===== src/rtl/keypad_scan_ctrl.sv =====
// 4x4 keypad scanner: column drive, synchronized row sampling, per-key debounce,
// ascending-order press events queued in a 4-deep fall-through FIFO.
module keypad_scan_ctrl #(
  parameter int SETTLE_CYCLES  = 4,
  parameter int DEBOUNCE_SCANS = 3
) (
  input  logic        clk,
  input  logic        rst,
  input  logic [3:0]  row_pins,
  output logic [3:0]  column_pins,
  output logic [15:0] keys_stable,
  output logic        key_valid,
  output logic [3:0]  key_code,
  input  logic        key_ready,
  output logic        overflow
);

  typedef enum logic [1:0] {SCAN, UPDATE, EMIT} state_t;

  state_t      state_reg, state_next;
  logic [1:0]  c_reg, c_next;
  logic [7:0]  settle_reg, settle_next;
  logic [3:0]  idx_reg, idx_next;
  logic [3:0]  column_reg, column_next;
  logic        sample;

  logic [3:0]  sync1_reg, sync2_reg;
  logic [15:0] raw_reg;
  logic [15:0] stable_vec, pending_vec;

  logic [3:0]  fifo_reg [4];
  logic [3:0]  fifo_next [4];
  logic [2:0]  count_reg, count_next;
  logic        valid_reg, overflow_reg, overflow_next;
  logic        push, pop;

  always_ff @(posedge clk) begin
    if (rst) begin
      state_reg  <= SCAN;
      c_reg      <= 2'd0;
      settle_reg <= 8'd0;
      idx_reg    <= 4'd0;
      column_reg <= 4'b1110;
      sync1_reg  <= 4'b1111;
      sync2_reg  <= 4'b1111;
    end else begin
      state_reg  <= state_next;
      c_reg      <= c_next;
      settle_reg <= settle_next;
      idx_reg    <= idx_next;
      column_reg <= column_next;
      sync1_reg  <= row_pins;
      sync2_reg  <= sync1_reg;
    end
  end

  always_comb begin
    state_next  = state_reg;
    c_next      = c_reg;
    settle_next = settle_reg;
    idx_next    = idx_reg;
    sample      = 1'b0;
    column_next = 4'b1111;
    case (state_reg)
      SCAN: begin
        if (settle_reg == 8'(SETTLE_CYCLES - 1)) begin
          sample      = 1'b1;
          settle_next = 8'd0;
          if (c_reg == 2'd3) state_next = UPDATE;
          else               c_next     = c_reg + 2'd1;
        end else begin
          settle_next = settle_reg + 8'd1;
        end
      end
      UPDATE: begin
        state_next = EMIT;
        idx_next   = 4'd0;
      end
      EMIT: begin
        if (idx_reg == 4'd15) begin
          state_next = SCAN;
          c_next     = 2'd0;
        end else begin
          idx_next = idx_reg + 4'd1;
        end
      end
      default: state_next = SCAN;
    endcase
    // Drive computed from the next state so the pin register lines up with the FSM.
    if (state_next == SCAN) column_next = ~(4'b0001 << c_next);
  end

  always_ff @(posedge clk) begin
    if (rst) begin
      raw_reg <= 16'd0;
    end else if (sample) begin
      for (int r = 0; r < 4; r++) raw_reg[{2'(r), c_reg}] <= ~sync2_reg[r];
    end
  end

  generate
    for (genvar gi = 0; gi < 16; gi++) begin : g_key
      logic [3:0] cnt_reg;
      logic       stable_reg, pending_reg;

      always_ff @(posedge clk) begin
        if (rst) begin
          cnt_reg     <= 4'd0;
          stable_reg  <= 1'b0;
          pending_reg <= 1'b0;
        end else if (state_reg == UPDATE) begin
          if (raw_reg[gi] == stable_reg) begin
            cnt_reg <= 4'd0;
          end else if (cnt_reg == 4'(DEBOUNCE_SCANS - 1)) begin
            cnt_reg    <= 4'd0;
            stable_reg <= raw_reg[gi];
            if (raw_reg[gi]) pending_reg <= 1'b1;
          end else begin
            cnt_reg <= cnt_reg + 4'd1;
          end
        end else if (state_reg == EMIT && idx_reg == 4'(gi)) begin
          pending_reg <= 1'b0;
        end
      end

      assign stable_vec[gi]  = stable_reg;
      assign pending_vec[gi] = pending_reg;
    end
  endgenerate

  assign push = (state_reg == EMIT) && pending_vec[idx_reg];
  assign pop  = valid_reg && key_ready;

  // Shift-register FIFO: slot 0 is always the head, so key_code is a plain flop.
  always_comb begin
    logic [2:0] level;
    for (int k = 0; k < 4; k++) fifo_next[k] = fifo_reg[k];
    overflow_next = overflow_reg;
    level         = count_reg;
    if (pop) begin
      for (int k = 0; k < 3; k++) fifo_next[k] = fifo_reg[k+1];
      fifo_next[3] = 4'd0;
      level        = count_reg - 3'd1;
    end
    count_next = level;
    if (push) begin
      if (level != 3'd4) begin
        fifo_next[level[1:0]] = idx_reg;
        count_next            = level + 3'd1;
      end else begin
        overflow_next = 1'b1;
      end
    end
  end

  always_ff @(posedge clk) begin
    if (rst) begin
      for (int k = 0; k < 4; k++) fifo_reg[k] <= 4'd0;
      count_reg    <= 3'd0;
      valid_reg    <= 1'b0;
      overflow_reg <= 1'b0;
    end else begin
      for (int k = 0; k < 4; k++) fifo_reg[k] <= fifo_next[k];
      count_reg    <= count_next;
      valid_reg    <= (count_next != 3'd0);
      overflow_reg <= overflow_next;
    end
  end

  assign column_pins = column_reg;
  assign keys_stable = stable_vec;
  assign key_valid   = valid_reg;
  assign key_code    = fifo_reg[0];
  assign overflow    = overflow_reg;

endmodule


===== config.mk =====
export PLATFORM = sky130hd
export DESIGN_NAME = keypad_scan_ctrl
export DESIGN_NICKNAME = d
export VERILOG_FILES = /design/src/rtl/keypad_scan_ctrl.sv
export SDC_FILE = /design/constraint.sdc
export NUM_CORES = 1
export LEC_CHECK = 0
export ABC_AREA = 1
export CAP_MARGIN = 5
export CORE_AREA = 2 2 117 147
export DETAILED_ROUTE_END_ITERATION = 10
export DIE_AREA = 0 0 119 149
export PLACE_DENSITY = 0.72
export SKIP_CTS_REPAIR_TIMING = 1
export SLEW_MARGIN = 20
export SYNTH_ARGS = -nofsm -noshare
export SYNTH_HDL_FRONTEND = slang
export SYNTH_SLANG_ARGS = --single-unit

===== constraint.sdc =====
create_clock -name clk -period 2.78 [get_ports clk]
set_input_delay 0.417 -clock clk [delete_from_list [all_inputs] [get_ports clk]]
set_output_delay 0.417 -clock clk [all_outputs]
set_load 0.05 [all_outputs]

=== Word-level counts from Yosys, hierarchy flattened ===
Memory sizes are Yosys's and may differ from the RTL's.
Index checks and enable logic that the tools add are counted.

* Word-level logic and storage cells: 458
* Input port bits: 7
* Bits in registers: 145
* Output and inout bits: 26
* Bits in writable memories: 16
* Memories: 1

{| class="wikitable"
|+ Memory list
! name !! depth !! bits a word !! read ports !! clocked after memory_dff !! wr ports !! RTL line !! RTL
|-
| fifo_reg || 4 || 4 || 4 || 0 || 4 || 31 || <nowiki>logic [3:0] fifo_reg [4];</nowiki>
|}

* Magnitude comparators: 11
* Bitwise gates (word level): 28
* $add $sub $neg: 21
* Equal/unequal tests: 101
* Reduce and logical (&&, ||, !) cells: 79
* Shifts and indexed selects: 1
* Multiplexer cells: 156

{| class="wikitable"
|+ Operators by type and width
! operator !! count
|-
| $mux W4 || 38
|-
| $mux W1 || 91
|-
| $bwmux W16 || 5
|-
| $eq A4 B2 Y1 const B || 18
|-
| $ne A2 B2 Y1 const B || 35
|-
| $add A4 B1 Y4 const B || 17
|-
| $reduce_and A4 Y1 || 16
|-
| $mux W16 || 3
|-
| $reduce_and A3 Y1 || 16
|-
| $reduce_bool A2 Y1 || 17
|-
| $eq A4 B4 Y1 const B || 8
|-
| $ne A2 B1 Y1 const B || 14
|-
| $logic_and A1 B1 Y1 || 23
|-
| $not A1 Y1 || 22
|-
| $eq A1 B1 Y1 || 16
|-
| $eq A4 B3 Y1 const B || 4
|-
| $lt A4 B5 Y1 const B || 3
|-
| $mux W2 || 6
|-
| $mux W3 || 3
|-
| $add A8 B1 Y8 const B || 1
|-
| $demux W1 S2 || 4
|-
| $demux W4 S2 || 1
|-
| $eq A8 B2 Y1 const B || 1
|-
| $ge A4 B1 Y1 const B || 2
|-
| 27 further kinds || 33
|}

=== Longest topological paths before layout ===
* Depth in word-level cells: 11
* Mapped depth: 14

=== Worst setup path before layout ===
Ideal clock, no wire load.

* Kind: reg2reg
* Start point: register valid_reg (netlist: key_valid)
* End point: memory fifo_reg[2][2] (netlist: fifo_reg[0][10])
* Data arrival time: 2.548 ns
* Cell stages (with the launch flop): 13
* Path slack: 0.162 ns
* Path buffers: 3
* Library setup time: 0.070 ns
* Period minus slack after synthesis: 2.618 ns
* Cells stage by stage: dfxtp_1 > nand2_1 > buf_4 > buf_4 > o21ai_0 > ha_1 > clkinv_1 > nor2_4 > buf_2 > nand2_1 > nand2_1 > nand3_1 > a21oi_1

{| class="wikitable"
|+ RTL lines
! what !! RTL line !! RTL
|-
| from (decl) || 34 || <nowiki>logic valid_reg, overflow_reg, overflow_next;</nowiki>
|-
| from (signal assigned) || 165 || <nowiki>valid_reg <= (count_next != 3'd0);</nowiki>
|-
| to (decl) || 31 ||
|}

=== Worst setup path in the final report ===
* Start point: register idx_reg[0]
* End point: register column_reg[0] (netlist: column_pins[0])

* Word-level cells in the longest chain between the ends: 6
* Elaborated cells between the ends (all ways): 9
* Classes of those cells: 1 x eq/ne; 1 x shift; 5 x mux; 1 x bitwise; 1 x reduce/logical

{| class="wikitable"
|+ RTL lines
! what !! RTL line !! RTL
|-
| from (decl) || 23 || <nowiki>logic [3:0] idx_reg, idx_next;</nowiki>
|-
| from (signal assigned) || 50 || <nowiki>idx_reg <= idx_next;</nowiki>
|-
| $eq A4 B4 Y1 (*) || 80 || <nowiki>if (idx_reg == 4'd15) begin</nowiki>
|-
| $mux W2 || 80 ||
|-
| $pmux W2 S2 || 64 || <nowiki>case (state_reg)</nowiki>
|-
| $shl A1 B2 Y4 || 90 || <nowiki>if (state_next == SCAN) column_next = ~(4'b0001 << c_next);</nowiki>
|-
| $not A4 Y4 || 90 ||
|-
| $mux W1 (*) || 90 ||
|-
| to (signal assigned) || 51 || <nowiki>column_reg <= column_next;</nowiki>
|-
| to (decl) || 24 || <nowiki>logic [3:0] column_reg, column_next;</nowiki>
|}

Mark *: on every way between the ends. The rest lies on a longest branch, timed or not.
A chain may end at the register's enable or synchronous reset.

==> summary.md <==
| Metric | Value |
|---|---|
| IO Pins | `33` |
| Post-Syn Nets | `between 1000 and 1500` |
| Final instance area | `a little under 9000 um^2` |
| Sequential area share after synthesis | `roughly two fifths` |
| Vias per inst | `5.14` |
| Fin Setup TNS | `0 ps` |
| Worst slack, placed | `~230 ps` |
| Power per Cell Area | `a little under 600 nW/um^2` |
| Worst Setup Start Kind | `flip-flop` |
| Asr flop ratio synth | `0%` |
| Detail Route Antenna Nets | `0` |
| Required time worst endpoint | `around 3000 ps` |
| VDD IR max | `slightly above 0.4 mV` |
| Highest routed layer | `met4` |
| Max Clock Freq | `~0.46 GHz` |
| Largest cells by area after synthesis | `dfxtp_1 (40%), nand2_1 (9.8%), inv_1 (7.0%)` |
| Slew headroom | `between 40% and 50%` |
| Mapped Area | `8010 um^2` |
| Initial Utilization | `a little under 50%` |
| Max Cap Violations | `0` |
| Initial antenna violation count | `0` |
| Layout cells sized above 1 | `6.36%` |
| Synthesis warning total | `0` |
| Vias | `approximately 7000` |
| Register bit total from synthesis | `~160` |
| Status | `finished, final reports clean` |
| Yosys top cell area share | `between 40% and 50%` |
| Fillers | `roughly 1600` |
| CP Max Fanout | `14` |
| Tcrit/Tclk final | `between 70% and 80%` |
| R2R setup slack | `around 620 ps` |
| Crit Path Class | `flip-flop to flip-flop` |
| WL met3 | `about 700 um` |
| Distinct cell type count after synthesis | `41` |
| Critical Path AT | `between 2000 and 2500 ps` |
| Tightest Pin Transition | `~760 ps` |
| 1st-pass router iterations | `5` |
| RSZ-0062 raised after global routing | `no` |
| Die Y | `roughly 150 um` |
| Number of flops mapped to enable cells by yosys | `0` |
| Synth area leader | `dfxtp_1` |
| Placed Area | `about 8400 um^2` |
| Clock Skews | `approximately 8.0 ps` |
| DRT iter0 DRCs | `322` |
| Final net count | `1146` |
| H-tree depth | `4` |
| Max-slew violations | `0` |
| CTS tree | `built` |
| Port bufs | `32` |
| Worst hold-check path type | `flip-flop to flip-flop` |
| Clock Tree Buf Depth | `2` |
| Vias in the first global route | `around 6500` |
| Post-route minimum period | `approximately 2200 ps` |
| Post-synthesis instance total | `1097` |
| Die Wd | `approximately 120 um` |
| Final RePlAce weighted congestion | `approximately 0.85` |
| Top FF cell, synth | `dfxtp_1` |
| GR Util All Layers | `20.4%` |
| Antenna diodes | `0` |
| Clk root buf | `clkbuf_16` |
| PnR worst setup slack | `~620 ps` |
| M1 wire length | `7600 um` |
| Die footprint | `~18000 um^2` |
| Core area | `roughly 17000 um^2` |
| Reg2Reg Depth | `8` |
| Row cnt | `53` |
| Clock Sinks | `between 150 and 200` |
| Hold Violations, Final | `0` |
| Total global routing overflow | `0` |
| Syn avg cell area | `between 7 and 8 um^2` |
| Worst hold path cell count | `1` |
| TritonCTS Buffers | `17` |
| Routed wire length | `approximately 17000 um` |
| Max reg flops | `64` |
| Routed length on met2 | `between 8000 and 9000 um` |
| Critical Path End Type | `flip-flop` |
| First-pass GRT wire length | `29400 um` |
| WHS | `409 ps` |
| Final-report setup violation count | `0` |
| Post-DP HPWL | `~12000 um` |
| Largest net degree at the start of global routing | `69` |
| P_leak | `between 0.003 and 0.004 uW` |
| Clock-pin slew on the worst setup and hold paths | `around 60 ps` |
| # DRC | `0` |
| Area delta synth->final | `11.7%` |
| Routed WL per cell | `around 13 um` |
| Later-pin clock latency in the skew report | `roughly 440 ps` |
==> power by group <==
group          switching, uW  internal [uW]  total (uW)
logic                    382            160         542
clock network            932           1360        2290
registers               18.7           2340        2360
==> through the flow <==
step | util [%] | total power (uW) | instances
3_5_place_dp | 50.7 | 2950 | 1306
3_3_place_gp | 50.7 | 2940 | 1306
6_report | 54.2 | 5190 | 1337
2_1_floorplan | - | 2790 | 1097
5_1_grt | 54.2 | 5420 | 1337
4_1_cts | 54.2 | 5240 | 1337
==> area by class of cell <==
cell class	instances	area, um^2	share of cell area (%)
well taps	220	275	3.08
clock buffers	21	460	5.15
multi-input cells	723	3860	43.1
inverters	156	586	6.54
clock inverters	10	111	1.24
flip-flops and latches	161	3220	36.0
repair buffers	46	433	4.84
==> cell usage in the layout (no fill, tap or decap), types with 4 or more instances in the layout <==
master and n:
a211oi_1 16, a21oi_1 78, buf_4 13, clkbuf_16 17, clkdlybuf4s50_1 31, clkinv_2 4, dfxtp_1 161, ha_1 34
inv_1 148, inv_2 7, nand2_1 209, nand2_2 4, nand3_1 88, nor2_1 93, nor3_1 11, nor3b_1 6
o211a_1 8, o21ai_0 79, o22ai_1 24, or2_2 9, xnor2_1 17, xor2_1 17
==> worst max-delay path: stages, from the launching register on <==
cell	delay, ps
dfxtp_1	640
ha_1	400
nand2_1	110
nand2_1	70
inv_1	80
nor2_1	330
nand2_1	140
nor2_1	150
a21oi_1	80
==> metal layers <==
layer  vias up  track usage (%)
li1       3564                -
met1      3142             23.6
met2       132             35.5
met3        38             4.55
met4         0             10.2
met5         -                0
==> kinds of logic after synthesis <==
group / Yosys count / synth area share (%)
AOI/OAI and AO/OA: 226 / 16.3
DFF: 161 / 40.2
buffers and inverters: 213 / 11.6
xor gates and xnor gates: 34 / 3.72
adders and majority gates: 34 / 5.31
and+or+nand+nor: 429 / 22.9
==> synth_stat cells (all sizes together) (8+ instances only) <==
cell	count
ha	34
inv	155
xor2	17
clkbuf	18
a211oi	16
buf	39
o22ai	24
nand3	88
o21ai	83
or2	9
nor3	12
nand2	214
xnor2	17
a21oi	78
o211a	8
nor2	95
dfxtp	161
==> worst paths after layout <==
check,from,endpoint
worst min register to register,sync1_reg[2]$_SDFF_PP1_,sync2_reg[2]$_SDFF_PP1_
worst min-delay path,sync1_reg[2]$_SDFF_PP1_,sync2_reg[2]$_SDFF_PP1_
worst max register to register,idx_reg[0]$_SDFFE_PP0P_,column_pins[0]$_SDFF_PP0_
worst max-delay path,idx_reg[0]$_SDFFE_PP0P_,column_pins[0]$_SDFF_PP0_
(Power assumes the default switching activity.)
